===== config.mk =====
export PLATFORM = sky130hd
export DESIGN_NAME = vector_stream_controller
export DESIGN_NICKNAME = d
export VERILOG_FILES = /design/src/rtl/vector_stream_controller.sv
export SDC_FILE = /design/constraint.sdc
export NUM_CORES = 1
export LEC_CHECK = 0
export ABC_AREA = 1
export ABC_CLOCK_PERIOD_IN_PS = 3200
export BUFFER_PORTS_ARGS = -buffer_cell sky130_fd_sc_hd__buf_4
export CAP_MARGIN = 15
export CORE_AREA = 3 3 144 146
export DETAILED_ROUTE_END_ITERATION = 7
export DIE_AREA = 0 0 147 149
export PLACE_DENSITY = 0.72
export SLEW_MARGIN = 30
export SYNTH_ARGS = -nofsm -noshare
export SYNTH_HDL_FRONTEND = slang
export SYNTH_SLANG_ARGS = --single-unit

===== constraint.sdc =====
create_clock -name clk -period 3.2 [get_ports clk]
set_input_delay 0.48 -clock clk [delete_from_list [all_inputs] [get_ports clk]]
set_output_delay 0.48 -clock clk [all_outputs]
set_load 0.1 [all_outputs]

===== src/rtl/vector_stream_controller.sv =====
// ============================================================================
// Module   : vector_stream_controller
// Brief    : Parses an opcode/length stream and writes vector data to memory.
//            Optional macro: VSC_ADDR_RANGE_CHECK_EN (reject oversized totals).
// Revision : 1.0
// ============================================================================
`default_nettype none

module vector_stream_controller #(
  parameter int ELEMENT_WIDTH = 3,
  parameter int ADDR_WIDTH    = 17,
  parameter int NUM_VECTORS   = 2,
  localparam int EW = ELEMENT_WIDTH * 8,
  localparam int VS = (NUM_VECTORS > 1) ? $clog2(NUM_VECTORS) : 1
) (
  input  logic                      clk,
  input  logic                      reset_n,
  input  logic [EW-1:0]             in_data,
  input  logic                      in_valid,
  output logic                      in_ready,
  input  logic                      mem_ready,
  output logic                      mem_we,
  output logic [ADDR_WIDTH-1:0]     mem_addr,
  output logic [EW-1:0]             mem_wdata,
  output logic [VS-1:0]             vec_sel,
  output logic [NUM_VECTORS*EW-1:0] lengths,
  output logic [2:0]                state,
  output logic                      done,
  output logic                      error
);

  localparam int TW = EW + VS;
  localparam logic [7:0] C_OP_NOP   = 8'h00;
  localparam logic [7:0] C_OP_START = 8'h01;
  localparam logic [7:0] C_OP_CLEAR = 8'h02;

  typedef enum logic [2:0] {
    S_IDLE     = 3'd0,
    S_METADATA = 3'd1,
    S_VECTORS  = 3'd2,
    S_DONE     = 3'd3,
    S_ERROR    = 3'd4
  } state_t;

  state_t                  r_state;
  logic [VS-1:0]           r_meta_cnt;
  logic [TW-1:0]           r_cnt;
  logic [TW-1:0]           r_total;
  logic [NUM_VECTORS*EW-1:0] r_lengths;
  logic                    r_done;
  logic                    r_error;

  logic                    w_hs;
  logic                    w_meta_last;
  logic [TW-1:0]           w_total;
  logic [TW-1:0]           w_cnt_next;
  logic [TW-1:0]           w_acc;
  logic                    w_found;
  logic [VS-1:0]           w_vec_sel;
  logic                    w_range_err;

  always_comb begin
    in_ready = 1'b0;
    case (r_state)
      S_IDLE, S_METADATA, S_ERROR: in_ready = 1'b1;
      S_VECTORS:                   in_ready = mem_ready;
      default:                     in_ready = 1'b0;
    endcase
  end

  assign w_hs        = in_valid && in_ready;
  assign w_meta_last = (r_meta_cnt == VS'(NUM_VECTORS - 1));
  assign w_cnt_next  = r_cnt + TW'(1);

  // The final length arrives on in_data, so the total includes it directly.
  always_comb begin
    w_total = TW'(in_data);
    for (int k = 0; k < NUM_VECTORS - 1; k++) begin
      w_total = w_total + TW'(r_lengths[k*EW +: EW]);
    end
  end

  always_comb begin
    w_acc     = '0;
    w_found   = 1'b0;
    w_vec_sel = '0;
    for (int k = 0; k < NUM_VECTORS; k++) begin
      w_acc = w_acc + TW'(r_lengths[k*EW +: EW]);
      if (!w_found && (r_cnt < w_acc)) begin
        w_vec_sel = VS'(k);
        w_found   = 1'b1;
      end
    end
    if (r_state != S_VECTORS) begin
      w_vec_sel = '0;
    end
  end

`ifdef VSC_ADDR_RANGE_CHECK_EN
  generate
    if (ADDR_WIDTH >= TW) begin : g_range_never
      assign w_range_err = 1'b0;
    end else begin : g_range_cmp
      assign w_range_err = (w_total > (TW'(1) << ADDR_WIDTH));
    end
  endgenerate
`else
  assign w_range_err = 1'b0;
`endif

  generate
    if (ADDR_WIDTH <= TW) begin : g_addr_slice
      assign mem_addr = r_cnt[ADDR_WIDTH-1:0];
    end else begin : g_addr_ext
      assign mem_addr = {{(ADDR_WIDTH-TW){1'b0}}, r_cnt};
    end
  endgenerate

  assign mem_we    = (r_state == S_VECTORS) && in_valid && mem_ready;
  assign mem_wdata = in_data;
  assign vec_sel   = w_vec_sel;
  assign lengths   = r_lengths;
  assign state     = r_state;
  assign done      = r_done;
  assign error     = r_error;

  always_ff @(posedge clk or negedge reset_n) begin
    if (!reset_n) begin
      r_state    <= S_IDLE;
      r_meta_cnt <= '0;
      r_cnt      <= '0;
      r_total    <= '0;
      r_lengths  <= '0;
      r_done     <= 1'b0;
      r_error    <= 1'b0;
    end else begin
      r_done <= 1'b0;
      case (r_state)
        S_IDLE: begin
          if (w_hs) begin
            if (in_data[7:0] == C_OP_START) begin
              r_state    <= S_METADATA;
              r_meta_cnt <= '0;
            end else if (in_data[7:0] != C_OP_NOP) begin
              r_state <= S_ERROR;
              r_error <= 1'b1;
            end
          end
        end
        S_METADATA: begin
          if (w_hs) begin
            r_lengths[r_meta_cnt*EW +: EW] <= in_data;
            if (w_meta_last) begin
              r_total    <= w_total;
              r_meta_cnt <= '0;
              if (w_total == '0) begin
                r_state <= S_DONE;
                r_done  <= 1'b1;
              end else if (w_range_err) begin
                r_state <= S_ERROR;
                r_error <= 1'b1;
              end else begin
                r_state <= S_VECTORS;
                r_cnt   <= '0;
              end
            end else begin
              r_meta_cnt <= r_meta_cnt + 1'b1;
            end
          end
        end
        S_VECTORS: begin
          if (w_hs) begin
            r_cnt <= w_cnt_next;
            if (w_cnt_next == r_total) begin
              r_state <= S_DONE;
              r_done  <= 1'b1;
            end
          end
        end
        S_DONE: begin
          r_state <= S_IDLE;
          r_cnt   <= '0;
        end
        S_ERROR: begin
          if (w_hs && (in_data[7:0] == C_OP_CLEAR)) begin
            r_state <= S_IDLE;
            r_error <= 1'b0;
          end
        end
        default: r_state <= S_IDLE;
      endcase
    end
  end

endmodule

`default_nettype wire


==> results of run 1 <==
==> path summary, 6_finish.rpt <==
kind,startpoint,cells after the start,end
worst max-delay path,lengths[24]$_DFFE_PN0P_,16,vec_sel
worst min-delay path,reset_n,1,lengths[3]$_DFFE_PN0P_
worst max register to register,lengths[1]$_DFFE_PN0P_,23,r_cnt[10]$_DFFE_PN0P_
worst min register to register,r_total[4]$_DFFE_PN0P_,2,r_total[4]$_DFFE_PN0P_
max in group asynchronous,reset_n,2,lengths[17]$_DFFE_PN0P_
min in group clk,in_data[18],3,lengths[42]$_DFFE_PN0P_
==> state kept, by name, summed over array words and instances, names as in the netlist <==
| name | count |
|---|---|
| r_cnt | 25 |
| state | 3 |
| lengths | 48 |
| error | 1 |
| r_meta_cnt | 1 |
| done | 1 |
| r_total | 25 |
==> synthesized netlist by cell type (4+ instances only) <==
| master | number |
|---|---|
| nand2_1 | 401 |
| inv_1 | 183 |
| nor2_1 | 131 |
| dfrtp_1 | 104 |
| ha_1 | 96 |
| o21ai_0 | 90 |
| nand3_1 | 81 |
| a21oi_1 | 77 |
| buf_4 | 43 |
| nand2_2 | 32 |
| nand4_1 | 25 |
| xor2_1 | 21 |
| nor3_1 | 19 |
| clkbuf_1 | 17 |
| xnor2_1 | 16 |
| nor2_2 | 12 |
| a31oi_1 | 11 |
| o21bai_1 | 10 |
| nand3b_1 | 9 |
| inv_2 | 4 |
| nor4_1 | 4 |
| o21ai_1 | 4 |
==> cell type report <==
class,count,area (um^2)
Fill cell,1820,7270
Multi-Input combinational cell,1076,6110
Sequential cell,104,2670
Timing Repair Buffer,281,2140
Inverter,189,712
Tap cell,265,332
Clock buffer,11,233
Clock inverter,5,56.3
==> cells by family (layout without fill, tap and decap cells) <==
kind of cell               Yosys count  after routing  synth area share [%]
xor gates and xnor gates            40             40                  4.04
buffers and inverters              256            486                  12.0
DFF                                104            104                  26.8
adders and majority gates           98             98                  12.8
AOI/OAI and AO/OA                  213            213                  12.2
and+or+nand+nor                    724            725                  32.2
==> worst max-delay path, delay by kind of cell (launching register included) <==
kind            cells  cell delay [ns]
simple gates        3             0.38
fa+ha+maj           3             0.78
compound gates      7             1.11
flops               1             0.50
xor+xnor            1             0.17
buf+inv             2             0.37
==> report_power, final <==
| part | switching (W) | leakage (nW) | internal [W] |
|---|---|---|---|
| combinational | 0.00493 | 4.95 | 0.00252 |
| clock | 0.000513 | 0.140 | 0.000608 |
| sequential | 0.000326 | 1.33 | 0.00173 |
==> repair_timing <==
item / CTS / global route
gates resized for setup: 12 / 18
cloned: 1 / 0
pin swaps: 10 / 4
buffers inserted: 1 / 0
endpoints found under the setup margin: 26 / 28
==> through the flow <==
step | setup WS (ns) | area, um^2 | power [W]
4_1_cts | -0.959 | 12200 | 0.0105
3_3_place_gp | -0.674 | 11800 | 0.00920
2_1_floorplan | -0.892 | 9830 | 0.00692
6_report | -0.930 | 12300 | 0.0106
5_1_grt | -1.17 | 12300 | 0.0113
3_5_place_dp | -0.737 | 11800 | 0.00934
==> per-layer routing <==
layer / wire (um) / vias to the layer above / track usage, %
li1: - / 5061 / -
met1: 13100 / 4625 / 36.8
met2: 13800 / 293 / 44.2
met3: 1870 / 53 / 3.74
met4: 690 / 0 / 7.92
met5: 0 / - / 0
==> summary.txt, run 1 <==
Yosys
  – Most used flip-flop cell after synthesis: dfrtp_1
  – Synth area leaders: dfrtp_1 (27%), nand2_1 (16%), ha_1 (12%), inv_1 (7.1%), nor2_1 (5.1%)
  – Netlist cell types: 48
  – Ys Warns: 0
  – Syn Nets: 1561
  – Asr flop ratio synth: 100%
  – Yosys top cell area share: a little over a quarter
  – Yosys reg bits: 104
  – Post-Synthesis Cells: 1435
  – Post-synthesis sequential area ratio: 26.8%
  – Yosys top cell by area: dfrtp_1
  – Post-Syn Area per Cell: 6.76 um^2
  – Number of synthesized flops with an enable pin: 0
  – Netlist Area Pre-Place: around 9700 um^2

Setup path
  – Crit path max fanout: 3
  – R2r setup slk: 0.19 ns
  – Endpoint class of the critical path: output port
  – Critical Path Max Stage Delay: 0.50 ns
  – Slowest library cell on the worst path: dfrtp_4
  – Worst EP required: 2.72 ns
  – Critical path class: flip-flop to output port
  – Crit path cell chain: ha_4 -> fa_2 -> a21oi_2 -> o21bai_2 -> nand4_1 -> nand3_1 -> a31oi_1 -> xor2_1 -> ha_1 -> a21oi_1 -> nor2_1 -> a2111oi_1 -> buf_4 -> o21ai_2 -> a21oi_4 -> buf_12
  – Critical Path AT: 3.65 ns
  – Crit path launch type: flip-flop

GRT
  – Pin count of the biggest net entering global routing: between 70 and 80
  – First-pass GRT wire length: 47200 um
  – Total track usage: 26.8%
  – Antenna violations before repair: 0
  – Vias in the first global route: 9353
  – Grt ovf: 0

Hold path
  – Hold Crit Class: input pin to async pin

Cells and area
  – Non-filler cells, final: 1931
  – Share of cells above drive strength 1: 25.8%
  – Fin nets: 1787
  – Diodes inserted: 0
  – Commonest non-fill, non-tap cell in the layout: nand2_1
  – Final design utilization: ~63%
  – Most frequent cells in the layout: nand2_1 (395), buf_4 (277), inv_1 (181)
  – P&R area growth vs syn: 26.4%

Timing
  – Setup WS post-layout: -0.930 ns
  – Setup TNS: -0.930 ns
  – Final setup fails: 1
  – Share of the clock period used by the worst path: 129%
  – Max-slew violations: 0
  – Final worst path period need: 4.13 ns
  – Setup Skew: 0.00693 ns
  – Hold slack: approximately 0.14 ns
  – Actual slew at the worst max-slew pin: 0.698 ns
  – Final Hold Fails: 0
  – Slew Limit Headroom: 53.4%
  – FMAX: between 200 and 250 MHz
  – Unrepaired setup endpoints after global routing: yes

Clock tree
  – Clock latency on the worst-skew pair: 0.36 ns
  – CTS Buf Count: 9
  – H-tree levels: 3
  – Root buf cell: clkbuf_16
  – Max Root-Sink Buffers: 2
  – Clk slew on worst S/H paths: 0.07 ns
  – Hold-fix buffers at CTS: 0
  – CTS tree: yes
  – Sinks on Clock Net: 104

Outcome
  – Failing checks: negative setup slack
  – Outcome: finished with violations

Drt
  – Drt first-iter violations: roughly 660
  – Post-DRT Antenna Nets: 0
  – WL final: 29500 um
  – Avg Vias per Cell: 5.20
  – DRC: 0
  – Total number of vias: between 10000 and 15000
  – Routed len/inst: 15.3 um
  – DR pass1 iterations: 5

Power and ir drop
  – Worst-case vdd ir drop: 0.000567 V
  – Power per cell area: slightly below 900 nW/um^2
  – Leak Pwr: 6.42 nW

Run
  – Max_cap viols: 0

Die
  – Total Die Area: roughly 22000 um^2
  – I/O pin count: 125
  – Die width: 147 um
  – Core area: between 15000 and 20000 um^2
  – Initial core utilization: 49.6%
  – Height of the die: around 150 um
  – # rows: 51

Placement
  – # port buffers: between 100 and 150
  – Placed cells: roughly 1900
  – GP Congestion: 0.961
  – Hpwl dp: 24200 um
(Power assumes the default switching activity.)
==> run 2: changes to the inputs <==
--- a/config.mk
+++ b/config.mk
@@ -7,12 +7,12 @@
 export LEC_CHECK = 0
 export ABC_AREA = 1
 export ABC_CLOCK_PERIOD_IN_PS = 3200
-export BUFFER_PORTS_ARGS = -buffer_cell sky130_fd_sc_hd__buf_4
 export CAP_MARGIN = 15
 export CORE_AREA = 3 3 144 146
 export DETAILED_ROUTE_END_ITERATION = 7
 export DIE_AREA = 0 0 147 149
-export PLACE_DENSITY = 0.72
+export DONT_BUFFER_PORTS = 1
+export PLACE_DENSITY = 0.67
 export SLEW_MARGIN = 30
 export SYNTH_ARGS = -nofsm -noshare
 export SYNTH_HDL_FRONTEND = slang
==> run 2 against run 1 <==
- the flow still finishes with violations (negative setup slack)
- register-to-register slack worse by 0.33 ns
- final area down 6.9%
- utilization down 4.3 points
- critical path type unchanged
- critical endpoint unchanged
- largest cell class unchanged
==> summary.txt, run 2 (synthesis results as in run 1) <==
Cells and area
  – Non-filler cells, final: 1825
  – Most frequent cells in the layout: nand2_1 (401), inv_1 (182), buf_4 (170)
  – Commonest non-fill, non-tap cell in the layout: nand2_1
  – Share of cells above drive strength 1: 20.1%
  – P&R area growth vs syn: 17.7%
  – Final design utilization: 58.4%
  – Fin nets: 1681
  – Diodes inserted: 0
  – Largest register FFs: 48

Placement
  – Hpwl dp: 23700 um
  – Placed cells: around 1800
  – DP Worst Slack: -0.680 ns
  – GP Congestion: 0.945
  – # port buffers: 0

Die
  – # rows: 51
  – I/O pin count: between 100 and 150
  – Total Die Area: 21900 um^2
  – Core area: 19500 um^2
  – Height of the die: 149 um
  – Initial core utilization: 49.6%
  – Die width: 147 um

Drt
  – Drt first-iter violations: 601
  – Post-DRT Antenna Nets: 0
  – Avg Vias per Cell: 5.23
  – Total number of vias: approximately 9500
  – DRC: 0
  – Routed len/inst: between 15 and 20 um
  – WL final: ~29000 um
  – DR pass1 iterations: 5

Setup path
  – Crit path launch type: flip-flop
  – Crit path max fanout: 3
  – R2r endpoint: r_cnt[9]$_DFFE_PN0P_
  – Critical Path AT: 3.71 ns
  – Worst EP required: 2.72 ns
  – Critical path class: flip-flop to output port
  – Endpoint class of the critical path: output port
  – Worst R2R Path Depth: 22
  – Worst reg2reg startpoint: lengths[0]$_DFFE_PN0P_
  – R2r setup slk: -0.14 ns

Clock tree
  – Max Root-Sink Buffers: 2
  – Clock latency on the worst-skew pair: 0.36 ns
  – CTS Buf Count: 9
  – H-tree levels: 3
  – Sinks on Clock Net: 104
  – Root buf cell: clkbuf_16
  – Clk slew on worst S/H paths: 0.08 ns
  – CTS tree: yes

GRT
  – First-pass GRT wire length: 46400 um
  – Total track usage: 26.5%
  – Pin count of the biggest net entering global routing: 105
  – Antenna violations before repair: 0
  – Vias in the first global route: 9033
  – Grt ovf: 0

Timing
  – Unrepaired setup endpoints after global routing: yes
  – Final setup fails: 26
  – Actual slew at the worst max-slew pin: 0.894 ns
  – Max-slew violations: 0
  – Setup WS post-layout: -0.989 ns
  – Setup Skew: around 0.015 ns
  – FMAX: 239 MHz
  – Final worst path period need: around 4.2 ns
  – Slew Limit Headroom: about two fifths
  – Share of the clock period used by the worst path: 131%
  – Final Hold Fails: 0

Hold path
  – Hold Crit Class: input pin to async pin

Outcome
  – Outcome: finished with violations
  – Failing checks: negative setup slack

Run
  – Max_cap viols: 0

Power and ir drop
  – Total chip power: roughly 0.01 W
  – Worst-case vdd ir drop: around 0.00043 V
  – Power per cell area: 872 nW/um^2
  – Leak Pwr: 5.89 nW
-- run 2: cell types whose count changed in the layout (fill, tap and decap cells not counted), sizes merged --
| cell | before | now |
|---|---|---|
| buf | 281 | 176 |
| clkinv | 4 | 3 |
| bufinv | 1 | 0 |
| nand2 | 436 | 435 |
| inv | 188 | 189 |
| clkinvlp | 1 | 2 |
-- run 2: routing by layer --
metal	track usage [%]	part of all wire [%]
met3	3.62	5.8
met4	6.20	1.7
met5	0	0
met1	37.5	47
met2	43.3	46
-- run 2: what timing repair did --
action / in CTS / in global routing
buffers inserted: 1 / 1
setup endpoints to repair: 28 / 28
hold buffers: 1 / 0
pin swaps: 8 / 8
endpoints found under the hold margin: 104 / 0
gates resized for setup: 6 / 9
-- run 2: layout make-up --
| class | instances | area (um^2) |
|---|---|---|
| well taps | 265 | 332 |
| fillers | 1945 | 8110 |
| clock inverters | 5 | 37.5 |
| inverters | 189 | 709 |
| repair buffers | 176 | 1380 |
| multi-input cells | 1075 | 6050 |
| clock buffers | 11 | 243 |
| flip-flops and latches | 104 | 2670 |
-- run 2: worst max-delay path by stage --
| stage | start | to | slack, ns | depth (start not counted) |
|---|---|---|---|---|
| finish | lengths[0]$_DFFE_PN0P_ | vec_sel | -0.99 | 19 |
| detailed placement | lengths[1]$_DFFE_PN0P_ | vec_sel | -0.68 | 19 |
| floorplan | lengths[0]$_DFFE_PN0P_ | vec_sel | -0.89 | 18 |
| global route | lengths[0]$_DFFE_PN0P_ | vec_sel | -1.19 | 19 |
| global placement | lengths[1]$_DFFE_PN0P_ | vec_sel | -0.60 | 19 |
| CTS | lengths[1]$_DFFE_PN0P_ | vec_sel | -0.96 | 19 |
-- run 2: stage by stage --
step                hold slack [ns]  setup TNS (ns)  cell area [um^2]
CTS                          0.0688           -6.41             11400
global placement              0.189           -6.29             11000
global route                 0.0730          -10.86             11400
floorplan                     0.184          -0.892              9830
detailed placement            0.190           -5.77             11000
finish                       0.0394           -4.05             11400
-- run 2: power breakdown --
group / total, W / switching, W / internal (W)
Combinational: 0.00674 / 0.00461 / 0.00213
Sequential: 0.00212 / 0.000398 / 0.00173
Clock: 0.00109 / 0.000535 / 0.000555
Total: 0.00995 / 0.00554 / 0.00441
-- run 2: critical path, cell delays in order (launching register included) --
cell      delay (ns)
dfrtp_4         0.50
ha_4            0.17
fa_2            0.35
a21oi_2         0.15
o21bai_2        0.10
a21oi_2         0.17
o21ai_2         0.09
inv_1           0.07
o21ai_2         0.07
a21oi_2         0.17
xor2_1          0.17
ha_1            0.29
nand4_1         0.15
o221ai_2        0.13
a21oi_2         0.15
nor3_2          0.05
nor2_1          0.16
o21ai_2         0.09
a21oi_4         0.15
buf_12          0.18
==> run 3: changes to the inputs <==
--- a/config.mk
+++ b/config.mk
@@ -13,6 +13,7 @@
 export DIE_AREA = 0 0 147 149
 export DONT_BUFFER_PORTS = 1
 export PLACE_DENSITY = 0.67
+export RECOVER_POWER = 50
 export SLEW_MARGIN = 30
 export SYNTH_ARGS = -nofsm -noshare
 export SYNTH_HDL_FRONTEND = slang
==> run 3 against run 2 <==
- the run ends with max-capacitance violations, max-slew violations, negative setup slack left
- cell count unchanged
- critical path depth unchanged
- worst hold slack improved by 0.23 ns
- combinational power fell by 0.7%
- setup slack gained 0.010 ns
- register-to-register slack about the same
- largest power group unchanged
- highest routed layer unchanged
==> summary.txt, run 3 (synthesis results as in run 1) <==
Outcome
  – Outcome: finished with violations
  – Failing checks: max-capacitance violations, max-slew violations, negative setup slack

Setup path
  – Crit path cell chain: ha_4 -> fa_2 -> a21oi_2 -> o21bai_2 -> a21oi_2 -> o21ai_2 -> inv_1 -> o21ai_2 -> a21oi_2 -> xor2_1 -> ha_1 -> nand4_1 -> o221ai_2 -> a21oi_2 -> nor3_2 -> nor2_1 -> o21ai_2 -> a21oi_4 -> buf_12
  – Worst path top cell family by delay: compound AO/OA/AOI/OAI gates
  – Critical path class: flip-flop to output port
  – Worst EP required: 2.72 ns
  – Crit. Startpoint: lengths[0]$_DFFE_PN0P_
  – Buffers & Inverters on Critical Path: 2
  – CP dominant cell by count: a21oi_2
  – Endpoint class of the critical path: output port
  – Slowest library cell on the worst path: dfrtp_4
  – R2r endpoint: r_cnt[9]$_DFFE_PN0P_
  – Crit path launch type: flip-flop
  – Worst reg2reg startpoint: lengths[0]$_DFFE_PN0P_
  – Worst R2R Path Depth: 22
  – Crit path max fanout: 3
  – Critical Path Max Stage Delay: ~0.50 ns
  – Critical Path AT: between 3 and 4 ns
  – R2r setup slk: -0.14 ns

Timing
  – FMAX: ~240 MHz
  – Final worst path period need: 4.18 ns
  – Share of the clock period used by the worst path: 131%
  – Final setup fails: 26
  – Final Hold Fails: 0
  – Unrepaired setup endpoints after global routing: yes
  – Max-slew violations: 105
  – Actual slew at the worst max-slew pin: ~2.5 ns
  – Setup Skew: 0.0136 ns
  – Hold slack: 0.274 ns
  – Slew Limit Headroom: -69.3%
  – Setup WS post-layout: -0.979 ns

Die
  – Die width: 147 um
  – Core area: 19500 um^2
  – Total Die Area: between 20000 and 25000 um^2
  – I/O pin count: 125
  – Initial core utilization: 49.6%
  – # rows: 51
  – Height of the die: 149 um

Cells and area
  – Share of cells above drive strength 1: 19.5%
  – Final design utilization: 58.1%
  – Commonest non-fill, non-tap cell in the layout: nand2_1
  – Fillcell total: 1951
  – Fin nets: between 1500 and 2000
  – Multi-input logic area: 6050 um^2
  – Most frequent cells in the layout: nand2_1 (401), inv_1 (182), buf_4 (160)
  – Reg area: ~2700 um^2
  – Largest register FFs: 48
  – Diodes inserted: 0
  – P&R area growth vs syn: 17.1%

Clock tree
  – CTS tree: yes
  – Max Root-Sink Buffers: 2
  – Sinks on Clock Net: 104
  – CTS Buf Count: 9
  – Clock latency on the worst-skew pair: ~0.36 ns
  – H-tree levels: 3
  – Clk slew on worst S/H paths: approximately 0.08 ns
  – Root buf cell: clkbuf_16

Drt
  – Routed len/inst: approximately 16 um
  – DR pass1 iterations: 5
  – Avg Vias per Cell: 5.21
  – Total number of vias: approximately 9500
  – WL final: 28700 um
  – DRC: 0
  – Drt first-iter violations: roughly 610
  – Post-DRT Antenna Nets: 0

Hold path
  – Hold Crit Class: input pin to flip-flop
  – Hold Path End: lengths[3]$_DFFE_PN0P_
  – Worst Hold Depth: 2
  – Hold_sp: in_data[3]

Power and ir drop
  – Total chip power: 0.00990 W
  – Worst-case vdd ir drop: 0.000423 V
  – Leak Pwr: 5.84 nW
  – Power per cell area: 873 nW/um^2

GRT
  – Grt ovf: 0
  – Total track usage: 26.5%
  – Antenna violations before repair: 0
  – Vias in the first global route: 9033
  – First-pass GRT wire length: 46400 um
  – Pin count of the biggest net entering global routing: 105

Placement
  – GP Congestion: roughly 0.95
  – Hpwl dp: 23700 um
  – # port buffers: 0

Run
  – Max_cap viols: 1
## run 3: cell count changes in the layout (fill, tap and decap cells not counted)
| cell | previous run | this run |
|---|---|---|
| clkbuf_1 | 1 | 11 |
| clkbuf_2 | 0 | 1 |
| buf_4 | 170 | 160 |
| buf_16 | 1 | 0 |
## run 3: worst max-delay path by stage
stage	endpoint	cells past startpoint
6_report	vec_sel	19
5_1_grt	vec_sel	19
4_1_cts	vec_sel	19
3_5_place_dp	vec_sel	19
3_3_place_gp	vec_sel	19
2_1_floorplan	vec_sel	18
## run 3: layout make-up
class	instances	area share (%)
clock buffers	11	2.14
clock inverters	5	0.331
inverters	189	6.25
multi-input cells	1075	53.3
flip-flops and latches	104	23.5
well taps	265	2.92
repair buffers	176	11.6
## run 3: power by group
part / internal [W] / switching [W]
logic: 0.00209 / 0.00461
registers: 0.00173 / 0.000401
clock network: 0.000555 / 0.000532
total: 0.00437 / 0.00554
## run 3: metal layers
layer,GRT usage (%),part of all wire [%]
met2,43.3,46
met5,0,0
met4,6.20,1.7
met1,37.5,47
met3,3.62,6.0
## run 3: timing repair
| item | 4_1_cts | 5_1_grt |
|---|---|---|
| setup buffers | 1 | 1 |
| hold endpoints to repair | 104 | 0 |
| resized for setup | 6 | 9 |
| hold buffers | 1 | 0 |
| endpoints found under the setup margin | 28 | 28 |
| pin swaps | 8 | 8 |
## run 3: per-stage QoR
step	instances	setup TNS, ns	setup WS [ns]	instance area (um^2)
after global placement	1806	-6.29	-0.604	11000
after detailed placement	1806	-5.77	-0.680	11000
after global routing	1825	-11.48	-1.19	11400
final	1825	-3.82	-0.979	11400
after floorplan	1435	-0.892	-0.892	9830
after CTS	1824	-6.41	-0.962	11400
